`src/rtl/ebr_pkg.sv`:
```
// Shared types for the block-RAM frame reader: FSM states and
// the skid FIFO entry carrying a byte plus its end-of-frame flag.
package ebr_pkg;

    localparam int DW = 8;

    typedef enum logic [1:0] {
        IDLE,
        READ,
        DRAIN,
        DONE
    } state_e;

    typedef struct packed {
        logic          last;
        logic [DW-1:0] data;
    } fifo_entry_t;

endpackage

```
`src/rtl/ebr_frame_reader_stream_fifo.sv`:
```
// Small synchronous FIFO used as the output skid buffer.
// Combinational head read; push and pop may coincide, even when full.
module stream_fifo #(
    parameter int WIDTH = 9,
    parameter int DEPTH = 4,
    localparam int PW   = $clog2(DEPTH)
) (
    input  logic             clk,
    input  logic             rst,
    input  logic             push,
    input  logic [WIDTH-1:0] wdata,
    input  logic             pop,
    output logic [WIDTH-1:0] rdata,
    output logic             full,
    output logic             empty,
    output logic [PW:0]      count
);

    logic [WIDTH-1:0] mem_q [DEPTH];
    logic [PW-1:0]    wp_q, wp_d;
    logic [PW-1:0]    rp_q, rp_d;
    logic [PW:0]      cnt_q, cnt_d;
    logic             do_push, do_pop;

    assign full    = (cnt_q == (PW+1)'(DEPTH));
    assign empty   = (cnt_q == '0);
    assign count   = cnt_q;
    assign rdata   = mem_q[rp_q];
    assign do_pop  = pop && !empty;
    assign do_push = push && (!full || do_pop);

    always_comb begin
        wp_d  = wp_q;
        rp_d  = rp_q;
        cnt_d = cnt_q;
        if (do_push) wp_d = wp_q + PW'(1);
        if (do_pop)  rp_d = rp_q + PW'(1);
        case ({do_push, do_pop})
            2'b10:   cnt_d = cnt_q + (PW+1)'(1);
            2'b01:   cnt_d = cnt_q - (PW+1)'(1);
            default: cnt_d = cnt_q;
        endcase
    end

    always_ff @(posedge clk or posedge rst) begin
        if (rst) begin
            wp_q  <= '0;
            rp_q  <= '0;
            cnt_q <= '0;
        end else begin
            wp_q  <= wp_d;
            rp_q  <= rp_d;
            cnt_q <= cnt_d;
        end
    end

    // Storage needs no reset; the head is only consumed when non-empty.
    always_ff @(posedge clk) begin
        if (do_push) mem_q[wp_q] <= wdata;
    end

endmodule

```
`src/rtl/ebr_frame_reader.sv`:
```
// Burst reader for the EBR frame buffer: issues credit-limited RAM reads
// and replays the returned bytes as a valid/ready stream with last.
import ebr_pkg::*;

module ebr_frame_reader #(
    parameter int DATA_WIDTH = DW,
    parameter int SIZE       = 32,
    parameter int SIZE_WIDTH = $clog2(SIZE),
    parameter int LEN_WIDTH  = SIZE_WIDTH + 1,
    parameter int FIFO_DEPTH = 4
) (
    input  logic                  clk,
    input  logic                  rst,
    input  logic                  start,
    input  logic [SIZE_WIDTH-1:0] base_addr,
    input  logic [LEN_WIDTH-1:0]  length,
    output logic                  busy,
    output logic                  done,
    output logic                  rd_en,
    output logic [SIZE_WIDTH-1:0] rd_addr,
    input  logic [DATA_WIDTH-1:0] rd_data,
    output logic [DATA_WIDTH-1:0] m_data,
    output logic                  m_valid,
    output logic                  m_last,
    input  logic                  m_ready
);

    localparam int CW = $clog2(FIFO_DEPTH) + 1;

    state_e                state_q, state_d;
    logic [SIZE_WIDTH-1:0] addr_q, addr_d;
    logic [LEN_WIDTH-1:0]  rem_q, rem_d;
    logic                  infl_q;
    logic                  last_q;

    logic                  issue, issue_last;
    logic                  pop, empty, full;
    logic [CW-1:0]         fifo_count;
    logic [CW:0]           credit;
    fifo_entry_t           wentry, head;

    // Credit counts the read still in flight so a push always has room.
    assign credit     = {1'b0, fifo_count} + {{CW{1'b0}}, infl_q};
    assign issue      = (state_q == READ) && (rem_q != '0)
                     && (credit < (CW+1)'(FIFO_DEPTH));
    assign issue_last = issue && (rem_q == LEN_WIDTH'(1));
    assign pop        = !empty && m_ready;
    assign wentry     = '{last: last_q, data: rd_data};

    stream_fifo #(
        .WIDTH ($bits(fifo_entry_t)),
        .DEPTH (FIFO_DEPTH)
    ) u_fifo (
        .clk   (clk),
        .rst   (rst),
        .push  (infl_q),
        .wdata (wentry),
        .pop   (pop),
        .rdata (head),
        .full  (full),
        .empty (empty),
        .count (fifo_count)
    );

    always_ff @(posedge clk or posedge rst) begin
        if (rst) begin
            state_q <= IDLE;
            addr_q  <= '0;
            rem_q   <= '0;
            infl_q  <= 1'b0;
            last_q  <= 1'b0;
        end else begin
            state_q <= state_d;
            addr_q  <= addr_d;
            rem_q   <= rem_d;
            infl_q  <= issue;
            last_q  <= issue_last;
        end
    end

    always_comb begin
        state_d = state_q;
        addr_d  = addr_q;
        rem_d   = rem_q;
        unique case (state_q)
            IDLE: begin
                if (start) begin
                    if (length != '0) begin
                        addr_d  = base_addr;
                        rem_d   = length;
                        state_d = READ;
                    end else begin
                        state_d = DONE;
                    end
                end
            end
            READ: begin
                if (issue) begin
                    addr_d = addr_q + SIZE_WIDTH'(1);
                    rem_d  = rem_q - LEN_WIDTH'(1);
                    if (issue_last) state_d = DRAIN;
                end
            end
            DRAIN: begin
                if (!infl_q && (empty || (fifo_count == CW'(1) && pop)))
                    state_d = DONE;
            end
            DONE:    state_d = IDLE;
            default: state_d = IDLE;
        endcase
    end

    always_comb begin
        busy    = (state_q != IDLE);
        done    = (state_q == DONE);
        rd_en   = issue;
        rd_addr = addr_q;
        m_valid = !empty;
        m_data  = m_valid ? head.data : '0;
        m_last  = m_valid && head.last;
    end

    assert property (@(posedge clk) disable iff (rst)
        !(infl_q && full && !pop));

endmodule
```
`config.mk`:
```
export PLATFORM = sky130hd
export DESIGN_NAME = ebr_frame_reader
export DESIGN_NICKNAME = d
export VERILOG_FILES = /design/src/rtl/ebr_pkg.sv /design/src/rtl/ebr_frame_reader_stream_fifo.sv /design/src/rtl/ebr_frame_reader.sv
export SDC_FILE = /design/constraint.sdc
export NUM_CORES = 1
export LEC_CHECK = 0
export CAP_MARGIN = 20
export CORE_UTILIZATION = 58
export CTS_BUF_LIST = sky130_fd_sc_hd__clkbuf_8 sky130_fd_sc_hd__clkbuf_16
export CTS_CLUSTER_DIAMETER = 60
export DETAILED_ROUTE_END_ITERATION = 6
export PLACE_DENSITY = 0.87
export SLEW_MARGIN = 40
export SYNTH_ARGS = -nofsm -noshare
export SYNTH_HDL_FRONTEND = slang
export SYNTH_SLANG_ARGS = --single-unit
```
`constraint.sdc`:
```
create_clock -name clk -period 4.33 [get_ports clk]
set_clock_uncertainty 0.15 [all_clocks]
set_input_delay 0.866 -clock clk [delete_from_list [all_inputs] [get_ports clk]]
set_output_delay 0.866 -clock clk [all_outputs]
set_load 0.02 [all_outputs]
```
==> results.txt, run 1 <==
critical path startpoint -> u_fifo.rp_q[0]$_DFFE_PP0N_
# diodes -> 0
post-synthesis xor/xnor area fraction -> 0.0120
post-CTS setup buffers -> 0
DRC -> 0
DIE AREA -> 0.00530 sq mm
sequential area share after synthesis -> 0.561
Worst Setup End Kind -> output pin
Tot Pwr -> 2710 uW
total routed wirelength -> 5.38 mm
Critical R2R Capture -> rem_q[5]$_DFFE_PP0P_
cts-stage hold buffer count -> 0
largest family of logic cells by synthesized area -> simple AND/OR/NAND/NOR gates
layout cell share with drive strength beyond 1 -> 0.115
Routed Antenna Nets -> 0
CP delay by family, top -> flip-flops
initial antenna violation count -> 0
fin nets -> 314
mux contribution to synthesized area -> 0.0835
Total GRT Usage -> 0.223
multi-input logic area -> 0.00120 sq mm
Synth top area share -> 0.372
RSZ-0062 raised after global routing -> no
number of global-route vias before repair -> 1818
crit path max fanout -> 11
WL/cell -> 15.5 um
Cell Rows -> 25
status -> complete, no violations
area share of fa/ha/maj cells after synthesis -> 0.0731
setup_tns -> 0 ps
Arrival @ worst endpoint -> 2360 ps
First-pass DRT Iterations -> 4
via count -> 1980
asr flop ratio synth -> 0.379
grt total ovfl -> 0
Synthesized Nets -> 270
worst path cell trace -> mux4_2 -> and2_1 -> clkdlybuf4s50_1
Buffers & Inverters on Critical Path -> 1
distinct cell type count after synthesis -> 46
pin count of the biggest net entering global routing -> 26
Initial Utilization -> 0.608
first-pass GRT wire length -> 8.69 mm
CTS resizes -> 0
HP Class -> flip-flop to flip-flop
Register Area -> 0.00163 sq mm
type of origin of the critical path -> flip-flop
# setup viols final -> 0
number of port buffers -> 40
WP data required -> 3310 ps
Max transition margin -> 0.569
critical path depth -> 3
deepest clock path buffer count -> 2
Final Hold Viols -> 0
global placement routability congestion -> 0.909
# fillers -> 310
Cell Area, Synth -> 0.00291 sq mm
CTS tree -> done
Main synth FF type -> edfxtp_1
worst skew pair latency -> 320 ps
Die Span Y -> 72.8 um
Ys Warns -> 0
Pins Over Slew Limit -> 0
Leak -> 0.00135 uW
Tcrit/Tclk final -> 0.780
worst slew pin tran -> 646 ps
register clock-pin slew on the reported worst setup and hold paths -> 70 ps
RR Startpoint -> state_q[1]$_DFFE_PP0P_
PwrDens -> 758 mW/mm^2
ranking of synthesized cells by area -> edfxtp_1, dfrtp_1, ha_1
syn_area_per_cell -> 12.6 sq um
via/cell ratio -> 5.72
max-cap violations -> 0
P&R area growth vs syn -> 22.9%
DR iter-0 viols -> 110
largest area contributor in the netlist -> edfxtp_1
reg2reg path depth -> 7
Final min period -> 3380 ps
Post-synth EDFFs -> 36
dpl hpwl -> 3.73 mm
Post-Synth Simple-Gate Area -> 0.148
CTS root buf -> clkbuf_8
I/O pin total -> 41
core area -> 0.00479 sq mm
Sink Count -> 58
critical path class -> flip-flop to output pin
Max Fclk -> 296 MHz
max incr delay on CP -> 760 ps
Post-Syn Instances -> 230
die width -> 72.8 um
CP max-delay cell -> dfrtp_1
CTS Buf Count -> 9
complex-gate fraction of the synthesized area -> 0.0942
#FFs+latches synth -> 58
flop-to-flop setup slack -> 1920 ps
# H-tree levels -> 3
Peak supply drop -> 0.426 mV
CP Capture Point -> m_data[4]
cell usage in the layout (no fill, tap or decap), types with 3 or more instances in the layout:
cell type	instances
ha_1	17
dfrtp_1	22
nor3_1	10
a21oi_1	13
clkdlybuf4s50_1	40
mux2i_1	4
edfxtp_1	36
o22ai_1	5
nor2_1	13
nand2_1	16
inv_1	11
xnor2_1	4
and2_1	13
nand2b_1	6
o21ai_0	6
mux4_2	9
clkbuf_8	9
nand3_1	3
nor2b_1	3
layout make-up:
class / instances / area share
timing repair buffer: 41 / 0.114
sequential: 58 / 0.457
multi-input combinational: 152 / 0.335
clock inverter: 7 / 0.0238
clock buffer: 9 / 0.0347
tap: 67 / 0.0235
inverter: 12 / 0.0126
per-stage QoR:
stage	worst slack (ps)	util	hold WS (ps)	cells	area [sq um]
3_3_place_gp	1220	0.703	323	330	3360
2_1_floorplan	1780	-	305	230	2910
6_report	953	0.747	367	346	3570
5_1_grt	807	0.747	379	346	3570
3_5_place_dp	1200	0.703	351	330	3360
4_1_cts	902	0.747	365	346	3570
kinds of logic (layout without fill, tap and decap cells):
group / count (synthesis) / after routing
AOI/OAI and AO/OA: 41 / 41
xor gates and xnor gates: 4 / 4
adders and majority gates: 17 / 17
buffers and inverters: 20 / 69
DFF: 58 / 58
muxes: 13 / 13
and+or+nand+nor: 77 / 77
routing by layer:
| metal | GRT usage | share of wire |
|---|---|---|
| met1 | 0.285 | 0.44 |
| met2 | 0.375 | 0.50 |
| met3 | 0.0511 | 0.054 |
| met4 | 0.0806 | 0.0082 |
| met5 | 0 | 0 |
synthesized netlist by cell type, drive strengths merged (2+ instances only):
| master | instances |
|---|---|
| nand3 | 3 |
| a2bb2oi | 2 |
| mux2i | 4 |
| nand2b | 6 |
| nor2b | 3 |
| or3 | 2 |
| nor3 | 10 |
| ha | 17 |
| nor2 | 13 |
| o22ai | 5 |
| xnor2 | 4 |
| or4 | 3 |
| nand2 | 16 |
| a211o | 2 |
| o21ai | 6 |
| a21oi | 13 |
| o31ai | 2 |
| mux4 | 9 |
| dfrtp | 22 |
| and2 | 14 |
| edfxtp | 36 |
| clkbuf | 6 |
| buf | 2 |
| inv | 11 |
state kept, by name, indices dropped and copies added (netlist names):
signal and flops:
u_fifo.mem_q 36, u_fifo.wp_q 2, u_fifo.count 3, last_q 1
u_fifo.rp_q 2, rd_addr 5, rem_q 6, state_q 2
infl_q 1
worst min-delay path by stage:
stage / end / slack (ps) / cells after the start / startpoint
after detailed placement: u_fifo.mem_q[3][8]$_DFFE_PP_ / 350 / 0 / last_q$_DFF_PP0_
final: u_fifo.mem_q[2][8]$_DFFE_PP_ / 370 / 0 / last_q$_DFF_PP0_
after CTS: u_fifo.mem_q[3][8]$_DFFE_PP_ / 360 / 0 / last_q$_DFF_PP0_
after global placement: u_fifo.mem_q[2][8]$_DFFE_PP_ / 320 / 0 / last_q$_DFF_PP0_
after floorplan: u_fifo.mem_q[0][8]$_DFFE_PP_ / 300 / 0 / last_q$_DFF_PP0_
after global routing: u_fifo.mem_q[3][8]$_DFFE_PP_ / 380 / 0 / last_q$_DFF_PP0_
report_power, final:
| group | switching (uW) | internal, uW | total (uW) |
|---|---|---|---|
| logic | 648 | 606 | 1250 |
| clock network | 205 | 318 | 523 |
| registers | 180 | 751 | 931 |
Power figures use the tool's default switching activity.
==> inputs of run 2 (changes only) <==
--- a/config.mk
+++ b/config.mk
@@ -6,11 +6,11 @@
 export NUM_CORES = 1
 export LEC_CHECK = 0
 export CAP_MARGIN = 20
-export CORE_UTILIZATION = 58
+export CORE_UTILIZATION = 54
 export CTS_BUF_LIST = sky130_fd_sc_hd__clkbuf_8 sky130_fd_sc_hd__clkbuf_16
 export CTS_CLUSTER_DIAMETER = 60
 export DETAILED_ROUTE_END_ITERATION = 6
-export PLACE_DENSITY = 0.87
+export PLACE_DENSITY = 0.82
 export SLEW_MARGIN = 40
 export SYNTH_ARGS = -nofsm -noshare
 export SYNTH_HDL_FRONTEND = slang
==> constraint.sdc (replaced) <==
create_clock -name clk -period 3.2 [get_ports clk]
set_clock_uncertainty 0.15 [all_clocks]
set_input_delay 0.64 -clock clk [delete_from_list [all_inputs] [get_ports clk]]
set_output_delay 0.64 -clock clk [all_outputs]
set_load 0.02 [all_outputs]
==> results.txt, run 2 (synthesis results as in run 1) <==
Arrival @ worst endpoint -> 2250 ps
most frequent cells in the layout -> clkdlybuf4s50_1, edfxtp_1, dfrtp_1, ha_1, nand2_1
number of port buffers -> 40
Total GRT Usage -> 0.225
Max transition margin -> 0.649
Final Hold Viols -> 0
Post-Place Cells -> 337
critical path startpoint -> u_fifo.count[1]$_DFFE_PP0P_
# setup viols final -> 0
dpl hpwl -> 4.00 mm
HP Class -> flip-flop to flip-flop
die width -> 75.4 um
# diodes -> 0
clock share of power -> 0.201
Routed Antenna Nets -> 0
Buffers & Inverters on Critical Path -> 2
fin area -> 0.00363 sq mm
cts-stage hold buffer count -> 0
status -> complete, no violations
CTS resizes -> 0
largest reg by FF count -> u_fifo.mem_q
Internal -> 2330 uW
worst path cell trace -> inv_1 -> ha_1 -> nand2b_2 -> and2_1 -> clkdlybuf4s50_1
fin nets -> 318
DIE AREA -> 0.00568 sq mm
max-cap violations -> 0
pin count of the biggest net entering global routing -> 25
CTS Buf Count -> 9
grt total ovfl -> 0
type of origin of the critical path -> flip-flop
Worst Setup End Kind -> output pin
P&R area growth vs syn -> 24.8%
Max Fclk -> 329 MHz
first-pass GRT wire length -> 9.14 mm
Tcrit/Tclk final -> 0.950
deepest clock path buffer count -> 2
via/cell ratio -> 5.59
Final min period -> 3040 ps
WP data required -> 2410 ps
core area -> 0.00514 sq mm
DR iter-0 viols -> 124
critical path class -> flip-flop to output pin
initial antenna violation count -> 0
setup_tns -> 0 ps
Logic pwr share -> 0.473
DRC -> 0
crit path max fanout -> 13
Sw Ratio -> 0.380
Switch Pwr -> 1430 uW
total routed wirelength -> 5.66 mm
Sink Count -> 58
max incr delay on CP -> 600 ps
part of the power in registers -> 0.326
CP delay by family, top -> buffers and inverters
# H-tree levels -> 3
commonest non-fill, non-tap cell in the layout -> clkdlybuf4s50_1
WL/cell -> 16.0 um
post-CTS setup buffers -> 0
flop-to-flop setup slack -> 760 ps
PwrDens -> 1040 mW/mm^2
worst slew pin tran -> 526 ps
CTS root buf -> clkbuf_8
Largest register FFs -> 36
Hold Startpoint -> last_q$_DFF_PP0_
Die Span Y -> 75.4 um
RR Startpoint -> u_fifo.count[1]$_DFFE_PP0P_
Initial Utilization -> 0.566
I/O pin total -> 41
First-pass DRT Iterations -> 4
via count -> 1973
Pins Over Slew Limit -> 0
CTS tree -> done
Cell Area, Placed -> 0.00340 sq mm
worst skew pair latency -> 330 ps
filler-free cell count of the finished design -> 353
Cell Rows -> 26
number of global-route vias before repair -> 1996
global placement routability congestion -> 0.821
RSZ-0062 raised after global routing -> no
CP max-delay cell -> clkdlybuf4s50_1
layout cell share with drive strength beyond 1 -> 0.138
Peak supply drop -> 0.795 mV
register clock-pin slew on the reported worst setup and hold paths -> 70 ps
Leak -> 0.00137 uW
run 2: changes by cell type in the layout (fill, tap and decap cells not counted):
cell	before	now
clkbuf_8	9	10
clkinv_4	0	2
nand2b_2	0	1
clkinv_1	2	1
clkinv_2	2	1
buf_4	1	5
nand2b_1	6	5
inv_1	11	10
run 2: stage by stage:
stage | setup WS (ps) | util | hold WS (ps) | total power [uW]
floorplan | 878 | - | 305 | 2420
global placement | 382 | 0.661 | 336 | 2940
detailed placement | 346 | 0.661 | 350 | 3010
CTS | 24.2 | 0.705 | 373 | 3780
global route | 37.7 | 0.706 | 395 | 4020
finish | 158 | 0.706 | 371 | 3760
run 2: path summary, 6_finish.rpt:
kind	endpoint	cells after the start
setup / recovery	m_data[0]	5
hold / removal	u_fifo.mem_q[2][8]$_DFFE_PP_	0
min in group asynchronous	rem_q[5]$_DFFE_PP0P_	2
setup reg to reg	u_fifo.mem_q[3][7]$_DFFE_PP_	6
max in group asynchronous	u_fifo.count[1]$_DFFE_PP0P_	2
hold reg to reg	u_fifo.mem_q[2][8]$_DFFE_PP_	0
run 2: per-layer routing:
metal,share of wire,global-route usage
met5,0,0
met1,0.41,0.260
met3,0.046,0.0476
met2,0.53,0.398
met4,0.012,0.111
run 2: power by group through the flow:
stage	clock network [uW]	registers (uW)	logic, uW
global placement	0	1220	1720
finish	755	1230	1780
CTS	766	1220	1790
detailed placement	0	1240	1770
floorplan	0	1190	1230
global route	798	1260	1960
run 2: layout make-up:
type	instances	area [sq um]
well taps	70	87.6
clock buffers	10	138
inverters	12	45.0
fillers	387	1510
flip-flops and latches	58	1630
clock inverters	6	90.1
repair buffers	45	438
multi-input cells	152	1200
run 2: worst reg2reg max path: stages (launching register included):
cell     delay (ps)
dfrtp_1         470
inv_1           140
ha_1            300
nand2_1         120
nor2_1           50
nor2_1          340
and2_1          520
